File: config.mk
export PLATFORM = sky130hd
export DESIGN_NAME = wet_dry_mixer
export DESIGN_NICKNAME = d
export VERILOG_FILES = /design/src/rtl/effect_pkg.sv /design/src/rtl/gain_ramp.sv /design/src/rtl/wet_dry_mixer.sv
export SDC_FILE = /design/constraint.sdc
export NUM_CORES = 1
export LEC_CHECK = 0
export CAP_MARGIN = 40
export CORE_MARGIN = 2
export CORE_UTILIZATION = 43
export DETAILED_ROUTE_END_ITERATION = 6
export PLACE_DENSITY_LB_ADDON = 0.15
export SYNTH_ARGS = -nofsm -noshare
export SYNTH_HDL_FRONTEND = slang
export SYNTH_HIERARCHICAL = 1
export SYNTH_SLANG_ARGS = --single-unit
File: constraint.sdc
create_clock -name clk_in -period 10.45 [get_ports clk_in]
set_clock_uncertainty 0.15 [all_clocks]
set_input_delay 2.6125 -clock clk_in [delete_from_list [all_inputs] [get_ports clk_in]]
set_output_delay 2.6125 -clock clk_in [all_outputs]
set_load 0.005 [all_outputs]
File: src/rtl/effect_pkg.sv
// Shared types and constants for the effect chain (delay, chorus, wet/dry mixer).
package effect_pkg;

  localparam int unsigned MIX_WIDTH_DEFAULT = 8;
  localparam int unsigned UNITY_GAIN        = 1 << MIX_WIDTH_DEFAULT;
  localparam int unsigned SAMPLE_WIDTH      = 16;

  typedef enum logic [0:0] {
    SETTLED,
    RAMPING
  } mix_state_t;

  typedef logic signed [SAMPLE_WIDTH-1:0] sample_t;

endpackage

File: src/rtl/gain_ramp.sv
// Wet-gain ramp: slews the current gain toward the clamped target by a fixed
// step on each accepted sample, flagging busy while the two differ.
module gain_ramp
  import effect_pkg::*;
#(
  parameter int unsigned MIX_WIDTH = MIX_WIDTH_DEFAULT,
  parameter int unsigned RAMP_STEP = 4
) (
  input  logic               clk_in,
  input  logic               rst_in,
  input  logic               sample_valid_in,
  input  logic               mix_enable,
  input  logic [MIX_WIDTH:0] mix_level,
  output logic [MIX_WIDTH:0] gain_o,
  output logic               ramp_busy_o
);

  localparam logic [MIX_WIDTH:0] Unity = (MIX_WIDTH + 1)'(1 << MIX_WIDTH);
  localparam logic [MIX_WIDTH:0] Step  = (MIX_WIDTH + 1)'(RAMP_STEP);

  logic [MIX_WIDTH:0] tgt;
  logic [MIX_WIDTH:0] g_d, g_q;
  mix_state_t         state_d, state_q;

  // Distances are compared before stepping, so the sum never exceeds tgt and
  // the difference never wraps below it.
  always_comb begin
    tgt = '0;
    if (mix_enable) begin
      tgt = (mix_level > Unity) ? Unity : mix_level;
    end
    g_d = g_q;
    if (sample_valid_in) begin
      if (g_q < tgt) begin
        g_d = (tgt - g_q > Step) ? g_q + Step : tgt;
      end else if (g_q > tgt) begin
        g_d = (g_q - tgt > Step) ? g_q - Step : tgt;
      end
    end
  end

  always_comb begin
    state_d = state_q;
    unique case (state_q)
      SETTLED: if (g_d != tgt) state_d = RAMPING;
      RAMPING: if (g_d == tgt) state_d = SETTLED;
    endcase
  end

  always_ff @(posedge clk_in) begin
    if (rst_in) begin
      g_q     <= '0;
      state_q <= SETTLED;
    end else begin
      g_q     <= g_d;
      state_q <= state_d;
    end
  end

  assign gain_o      = g_q;
  assign ramp_busy_o = (state_q == RAMPING);

endmodule

File: src/rtl/wet_dry_mixer.sv
// Wet/dry crossfade: out = dry*(1-g) + wet*g through a fixed 3-stage pipeline,
// with g slewed by gain_ramp to avoid zipper noise.
module wet_dry_mixer
  import effect_pkg::*;
#(
  parameter int unsigned WIDTH     = 16,
  parameter int unsigned MIX_WIDTH = MIX_WIDTH_DEFAULT,
  parameter int unsigned RAMP_STEP = 4
) (
  input  logic                    clk_in,
  input  logic                    rst_in,
  input  logic                    sample_valid_in,
  input  logic signed [WIDTH-1:0] data_dry,
  input  logic signed [WIDTH-1:0] data_wet,
  input  logic                    mix_enable,
  input  logic [MIX_WIDTH:0]      mix_level,
  output logic signed [WIDTH-1:0] data_out,
  output logic                    sample_valid_out,
  output logic                    ramp_busy
);

  localparam int unsigned        PW     = WIDTH + MIX_WIDTH + 2;
  localparam logic [MIX_WIDTH:0] Unity  = (MIX_WIDTH + 1)'(1 << MIX_WIDTH);
  localparam logic signed [PW-1:0] Half   = PW'(1 << (MIX_WIDTH - 1));
  localparam logic signed [PW-1:0] SatMax = PW'((1 << (WIDTH - 1)) - 1);
  localparam logic signed [PW-1:0] SatMin = ~SatMax;

  logic [MIX_WIDTH:0] gain;

  gain_ramp #(
    .MIX_WIDTH (MIX_WIDTH),
    .RAMP_STEP (RAMP_STEP)
  ) u_gain_ramp (
    .clk_in          (clk_in),
    .rst_in          (rst_in),
    .sample_valid_in (sample_valid_in),
    .mix_enable      (mix_enable),
    .mix_level       (mix_level),
    .gain_o          (gain),
    .ramp_busy_o     (ramp_busy)
  );

  logic                    v1_d, v1_q, v2_d, v2_q, vout_d, vout_q;
  logic signed [WIDTH-1:0] dry1_d, dry1_q, wet1_d, wet1_q, dout_d, dout_q;
  logic [MIX_WIDTH:0]      g1_d, g1_q;
  logic signed [PW-1:0]    p2_d, p2_q;
  logic signed [PW-1:0]    dry_x, wet_x, gw_x, dw_x, rnd_sum, rnd_shr;

  always_comb begin
    // S1: capture the sample with the gain held this cycle (pre-update).
    v1_d   = sample_valid_in;
    dry1_d = data_dry;
    wet1_d = data_wet;
    g1_d   = gain;

    // S2: weighted sum; weights are non-negative so zero-extend them.
    dry_x = {{(PW - WIDTH){dry1_q[WIDTH-1]}}, dry1_q};
    wet_x = {{(PW - WIDTH){wet1_q[WIDTH-1]}}, wet1_q};
    gw_x  = $signed({{(PW - MIX_WIDTH - 1){1'b0}}, g1_q});
    dw_x  = $signed({{(PW - MIX_WIDTH - 1){1'b0}}, Unity - g1_q});
    v2_d  = v1_q;
    p2_d  = dry_x * dw_x + wet_x * gw_x;

    // S3: round half up, then saturate into the sample range.
    rnd_sum = p2_q + Half;
    rnd_shr = rnd_sum >>> MIX_WIDTH;
    vout_d  = v2_q;
    dout_d  = dout_q;
    if (v2_q) begin
      if (rnd_shr > SatMax) begin
        dout_d = SatMax[WIDTH-1:0];
      end else if (rnd_shr < SatMin) begin
        dout_d = SatMin[WIDTH-1:0];
      end else begin
        dout_d = rnd_shr[WIDTH-1:0];
      end
    end
  end

  always_ff @(posedge clk_in) begin
    if (rst_in) begin
      v1_q   <= 1'b0;
      dry1_q <= '0;
      wet1_q <= '0;
      g1_q   <= '0;
      v2_q   <= 1'b0;
      p2_q   <= '0;
      vout_q <= 1'b0;
      dout_q <= '0;
    end else begin
      v1_q   <= v1_d;
      dry1_q <= dry1_d;
      wet1_q <= wet1_d;
      g1_q   <= g1_d;
      v2_q   <= v2_d;
      p2_q   <= p2_d;
      vout_q <= vout_d;
      dout_q <= dout_d;
    end
  end

  assign data_out         = dout_q;
  assign sample_valid_out = vout_q;

endmodule

==> flow_summary_export.csv, run 1 <==
group,metric,value,unit
route,firstDrtPassIters,6,
synth,synth_cells,1782,
synth,ys_ff_latch,89,
placed_design,dp.cells,2254,
sta,hold_viol,0,
route,post-route-drc-count,0,
clocking,ctsRootBufferMaster,"clkbuf_16",
critical_path,path_class,"flip-flop to flip-flop",
clocking,htreeDepth,3,
placed_design,dpl.hpwl,31800,um
pwr,power.total,4.11,mW
synth,synth_ff_type,"dfxtp_1",
critical_path,required,10550,ps
route,post_drt_wl_per_cell,17.2,um
synth,yosys.area_share.simple,0.188,
synth,syn_nets,2235,
route,drt-initial-drc-count,719,
pwr,irDropWorstVdd,0.000168,V
synth,synthMostInstantiatedCell,"inv_1",
synth,ys_seq_area_frac,0.113,
synth,synth-edff-count,0,
critical_path,critPathLaunch,"g1_q[2]",
finish,final_util,0.471,
critical_path,arrival,8080,ps
die,initial_core_util,0.435,
die,dieArea,38400,um^2
synth,synth_top_family_by_area,"adder cells",
placed_design,port_buffers,62,
sta,finalMaxSlewViolations,0,
clocking,clk_pin_slew,70,ps
finish,stdcell_count,2270,
route,ant_nets,0,
global_route,antenna_found_initial,0,
sta,slew-limit-headroom,0.409,
finish,drive_gt1_frac,0.0294,
finish,register_area,1780,um^2
synth,synth_xor_xnor_area_share,0.0393,
clocking,clk_path_buf_depth,2,
global_route,grt_use_total,0.216,
pwr,power.density,240,nW/um^2
critical_path,ff2ff_path_depth,24,
critical_path,ff2ff_setup_slack,2480,ps
synth,synthMuxAreaShare,0.00616,
global_route,grt_max_degree,66,
die,coreArea,36400,um^2
synth,syn_area_per_cell,8.89,um^2
critical_path,cp_max_fo,20,
synth,synth_area_leaders,"fa_1, dfxtp_1, ha_1",
synth,synth-adder-area-share,0.460,
sta,fin_setup_tns,0,ps
synth,synth_commonest_cells,"inv_1, fa_1, and2_1",
flow_run,max_cap_viol_count,0,
route,drt_wl_total,39000,um
clocking,cts_setup_buffers,0,
die,fp.dieH,196,um
placed_design,gp_congestion,0.881,
sta,whs,286,ps
clocking,cts_hold_buf,0,
outcome,status,"finished clean",
synth,synth-compound-area-share,0.0834,
global_route,grt_pass1_vias,12400,
clocking,postCtsResizedCells,0,
pwr,leakagePower,8.35,nW
finish,final_area,17200,um^2
placed_design,dpl_cell_area,16900,um^2
clocking,numCtsBuffers,9,
critical_path,startpoint_type,"flip-flop",
global_route,grt_pass1_wl,64500,um
clocking,cts_tree,"built",
finish,nFillCells,3596,
die,pin_count,63,
sta,clock.fmax,125,MHz
placed_design,dpl_worst_slack,2510,ps
sta,tightest_slew,881,ps
clocking,clkSinkCount,89,
synth,synthArstFlopShare,0,
die,die_w,196,um
sta,setup_slack,2480,ps
synth,synth_top_area_share,0.368,
sta,timing.final.crit_period,7970,ps
hold_path,holdCritPathClass,"flip-flop to flip-flop",
hold_path,hp-start,"v1_q",
critical_path,r2r_end,"p2_q[23]",
sta,post-route-period-util,0.763,
finish,fin_nets,2250,
die,rows,70,
sta,rsz0062_at_grt,"no",
global_route,overflow,0,
finish,multi_input_area,12300,um^2
critical_path,critPathCaptureType,"flip-flop",
critical_path,r2r-start,"g1_q[2]",
route,vias,11700,
finish,synthToLayoutAreaGrowth,8.30,%
synth,syn-cell-area,15800,um^2
synth,yosys.area.top_type,"fa_1",
sta,final-setup-viol-count,0,
route,drt-vias-per-instance,5.14,
clocking,worstSkewPairLatency,380,ps
synth,ys_warn_count,6,
synth,yosysUniqueCellTypes,76,
finish,diodes,0,
critical_path,critPathCapture,"p2_q[23]",
## area by class of cell
cell class | count | share of cell area
clock buffers | 9 | 0.0131
clock inverters | 7 | 0.00357
inverters | 388 | 0.0849
multi-input cells | 1236 | 0.718
well taps | 468 | 0.0341
repair buffers | 73 | 0.0420
flip-flops and latches | 89 | 0.104
## registers in the layout, indices dropped and copies added (netlist names)
signal / count
p2_q: 19
wet1_q: 16
g1_q: 9
u_gain_ramp/ramp_busy_o: 1
dry1_q: 16
u_gain_ramp/gain_o: 9
v2_q: 1
v1_q: 1
sample_valid_out: 1
data_out: 16
## critical path, stage by stage (launching register included)
cell and delay (ps):
dfxtp_1 550, or3_1 500, or3b_1 430, xor2_1 170
buf_4 210, and2_1 180, fa_1 500, inv_1 50
fa_1 500, fa_1 530, inv_1 60, fa_1 550
fa_1 430, fa_1 490, inv_1 60, fa_1 600
inv_1 60, ha_1 370, a21oi_1 180, o21ai_0 190
a21o_1 230, a221o_1 420, a31oi_1 230, xor2_1 160
nor2_1 50
## where the power goes
group	leakage [nW]	total [mW]	internal, mW	switching [mW]
logic	7.48	3.26	1.34	1.92
registers	0.736	0.517	0.404	0.113
clock network	0.141	0.332	0.167	0.165
total	8.35	4.11	1.91	2.20
## placed cells by master (no fill, tap or decap), drive strengths merged, types with 3 or more instances in the layout
| master | synthesis | layout |
|---|---|---|
| o211ai | 7 | 7 |
| nand3 | 30 | 30 |
| mux2 | 3 | 3 |
| a211oi | 24 | 24 |
| a211o | 3 | 3 |
| dfxtp | 89 | 89 |
| a21boi | 4 | 4 |
| o31a | 3 | 3 |
| a22oi | 4 | 4 |
| nand2 | 158 | 158 |
| buf | 15 | 12 |
| o22ai | 5 | 5 |
| a21o | 11 | 11 |
| a21oi | 37 | 37 |
| fa | 291 | 291 |
| o31ai | 4 | 4 |
| a2111oi | 3 | 3 |
| xor2 | 21 | 21 |
| o21ai | 26 | 26 |
| nand4 | 10 | 10 |
| and3 | 17 | 17 |
| inv | 387 | 392 |
| mux2i | 6 | 6 |
| clkdlybuf4s50 | 0 | 61 |
| clkbuf | 54 | 9 |
| a311oi | 5 | 5 |
| or3 | 4 | 4 |
| nor2b | 62 | 62 |
| ha | 117 | 117 |
| and4 | 4 | 4 |
| nand2b | 9 | 9 |
| nor2 | 70 | 70 |
| xnor2 | 50 | 50 |
| o21a | 6 | 6 |
| a31oi | 15 | 15 |
| nor3 | 24 | 24 |
| and2 | 173 | 173 |
## routing by layer
metal	vias to the layer above	share of wire	routed length [um]	track usage
met3	71	0.036	1420	0.0303
met1	5865	0.41	15900	0.260
met4	0	0.036	1410	0.0797
li1	5487	-	-	-
met2	238	0.52	20300	0.392
met5	-	0	0	0
## logic make-up (layout without fill, tap and decap cells)
family                   Yosys count  after routing
AND/OR/NAND/NOR                  570            570
AO/OA/AOI/OAI                    178            178
flip-flops                        89             89
multiplexers                       9              9
adder cells (fa/ha/maj)          408            408
buffers and inverters            457            477
XOR/XNOR                          71             71
## how the worst min path moves through the flow
stage	to	slack, ps	cells past startpoint
2_1_floorplan	v2_q	260	1
3_3_place_gp	v2_q	270	1
3_5_place_dp	v2_q	280	1
4_1_cts	v2_q	290	1
5_1_grt	v2_q	310	1
6_report	v2_q	290	1
(Power assumes the default switching activity.)
==> inputs of run 2 (changes only) <==
Clock period 10.45 ns to 7.9 ns, I/O delays scaled along.
==> flow_summary_export.csv, run 2 (synthesized netlist as in run 1, its figures left out) <==
group,metric,value,unit
sta,slew-limit-headroom,0.430,
global_route,grt_pass1_vias,12700,
finish,final_cell_mix,"inv_1, fa_1, and2_1",
critical_path,arrival,7670,ps
hold_path,hp-start,"v1_q",
critical_path,required,7980,ps
die,coreArea,36400,um^2
clocking,worstSkewPairLatency,370,ps
pwr,p_sw,2.90,mW
clocking,htreeDepth,3,
route,firstDrtPassIters,6,
die,pin_count,63,
sta,fin_setup_tns,0,ps
route,post-route-drc-count,0,
pwr,power.density,319,nW/um^2
critical_path,path_class,"flip-flop to flip-flop",
critical_path,cp_max_fo,16,
placed_design,dpl.hpwl,32300,um
critical_path,worst_path_max_delay_cell,"fa_1",
clocking,cts_hold_buf,0,
flow_run,max_cap_viol_count,0,
sta,rsz0062_at_grt,"no",
finish,diodes,0,
critical_path,critPathCaptureType,"flip-flop",
placed_design,dpl_cell_area,16900,um^2
finish,fin_nets,2262,
sta,clock.fmax,132,MHz
global_route,grt_max_degree,50,
pwr,p_seq_frac,0.119,
clocking,clkSinkCount,89,
critical_path,r2r_end,"p2_q[25]",
clocking,clk_path_buf_depth,2,
finish,final_area,17200,um^2
pwr,power_frac_comb,0.798,
pwr,pwr-share-clk,0.083,
finish,drive_gt1_frac,0.0347,
global_route,grt_use_total,0.220,
critical_path,max_stage_delay,580,ps
sta,final-setup-viol-count,0,
pwr,irDropWorstVdd,0.000188,V
hold_path,holdCritPathClass,"flip-flop to flip-flop",
finish,largest_reg_flops,19,
sta,post-route-period-util,0.960,
route,vias,11700,
die,dieArea,38400,um^2
sta,setup_slack,319,ps
finish,final_util,0.473,
die,fp.dieH,196,um
global_route,grt_pass1_wl,66000,um
pwr,sw_frac_of_total,0.527,
placed_design,dpl_worst_slack,309,ps
sta,timing.final.crit_period,7580,ps
finish,synthToLayoutAreaGrowth,8.80,%
placed_design,port_buffers,62,
clocking,ctsRootBufferMaster,"clkbuf_16",
clocking,clk_pin_slew,70,ps
sta,finalMaxSlewViolations,0,
route,drt_wl_total,39200,um
hold_path,whs_endpoint,"v2_q",
die,initial_core_util,0.435,
critical_path,critPathLaunch,"g1_q[2]",
placed_design,gp_congestion,0.878,
sta,tightest_slew,855,ps
finish,top_register,"p2_q",
critical_path,r2r-start,"g1_q[2]",
outcome,status,"finished clean",
route,drt-vias-per-instance,5.14,
pwr,leakagePower,8.41,nW
critical_path,startpoint_type,"flip-flop",
route,post_drt_wl_per_cell,17.2,um
sta,whs,290,ps
critical_path,ff2ff_setup_slack,320,ps
clocking,numCtsBuffers,9,
finish,stdcell_count,2282,
global_route,antenna_found_initial,0,
route,ant_nets,0,
placed_design,dp.cells,2265,
clocking,cts_tree,"built",
die,rows,70,
route,drt-initial-drc-count,683,
finish,layout_commonest_cell,"inv_1",
sta,hold_viol,0,
global_route,overflow,0,
die,die_w,196,um
hold_path,min_path_cells,1,
critical_path,cpMostUsedCell,"fa_1",
critical_path,ff2ff_path_depth,23,
pwr,power.total,5.50,mW
pwr,p_int,2.60,mW
critical_path,crit_chain,"or3_1 -> or3b_1 -> xor2_1 -> buf_4 -> and2_1 -> fa_1 -> inv_1 -> fa_1 -> fa_1 -> inv_1 -> fa_1 -> fa_1 -> fa_1 -> inv_1 -> fa_1 -> inv_1 -> ha_1 -> nand4_1 -> a211oi_1 -> o31a_1 -> a211oi_1 -> xnor2_1 -> nor2_1",
==> run 2: changes by cell type in the layout (fill, tap and decap cells not counted), sizes merged <==
cell / delta
clkinvlp: -1
bufinv: +1
clkinv: +1
buf: +12
inv: -2
clkbuf: +1
==> run 2: power by group through the flow <==
stage	clock network [mW]	logic, mW	registers (mW)
2_1_floorplan	0	3.26	0.600
3_3_place_gp	0	4.38	0.662
3_5_place_dp	0	4.43	0.661
4_1_cts	0.471	4.45	0.651
5_1_grt	0.487	5.04	0.664
6_report	0.457	4.39	0.652
==> run 2: worst max path at each step <==
stage | slack [ps] | endpoint
finish | 320 | p2_q[25]
global route | 7 | p2_q[24]
CTS | 300 | p2_q[23]
detailed placement | 310 | p2_q[23]
global placement | 380 | p2_q[23]
floorplan | 490 | p2_q[23]
==> run 2: per-layer routing <==
layer / up-vias / track usage / routed length [um]
li1: 5506 / - / -
met1: 5931 / 0.266 / 16200
met2: 231 / 0.408 / 20500
met3: 56 / 0.0266 / 1320
met4: 0 / 0.0648 / 1140
met5: - / 0 / 0
==> run 2: final cells by class <==
| class | instances | area, um^2 |
|---|---|---|
| clock buffer | 10 | 229 |
| clock inverter | 6 | 72.6 |
| fill | 3597 | 19200 |
| inverter | 388 | 1460 |
| multi-input combinational | 1236 | 12300 |
| sequential | 89 | 1780 |
| tap | 468 | 586 |
| timing repair buffer | 85 | 791 |
==> run 2: timing repair <==
action / in CTS / in global routing
setup buffers: 0 / 1
resized for setup: 0 / 2
setup endpoints to repair: 0 / 4
==> run 2: critical path: cells and delay by family (launching register included) <==
family                   cells  cell delay [ps]
AND/OR/NAND/NOR              5             1280
XOR/XNOR                     2              340
flip-flops                   1              310
adder cells (fa/ha/maj)      8             3960
buffers and inverters        5              400
AO/OA/AOI/OAI                3              990
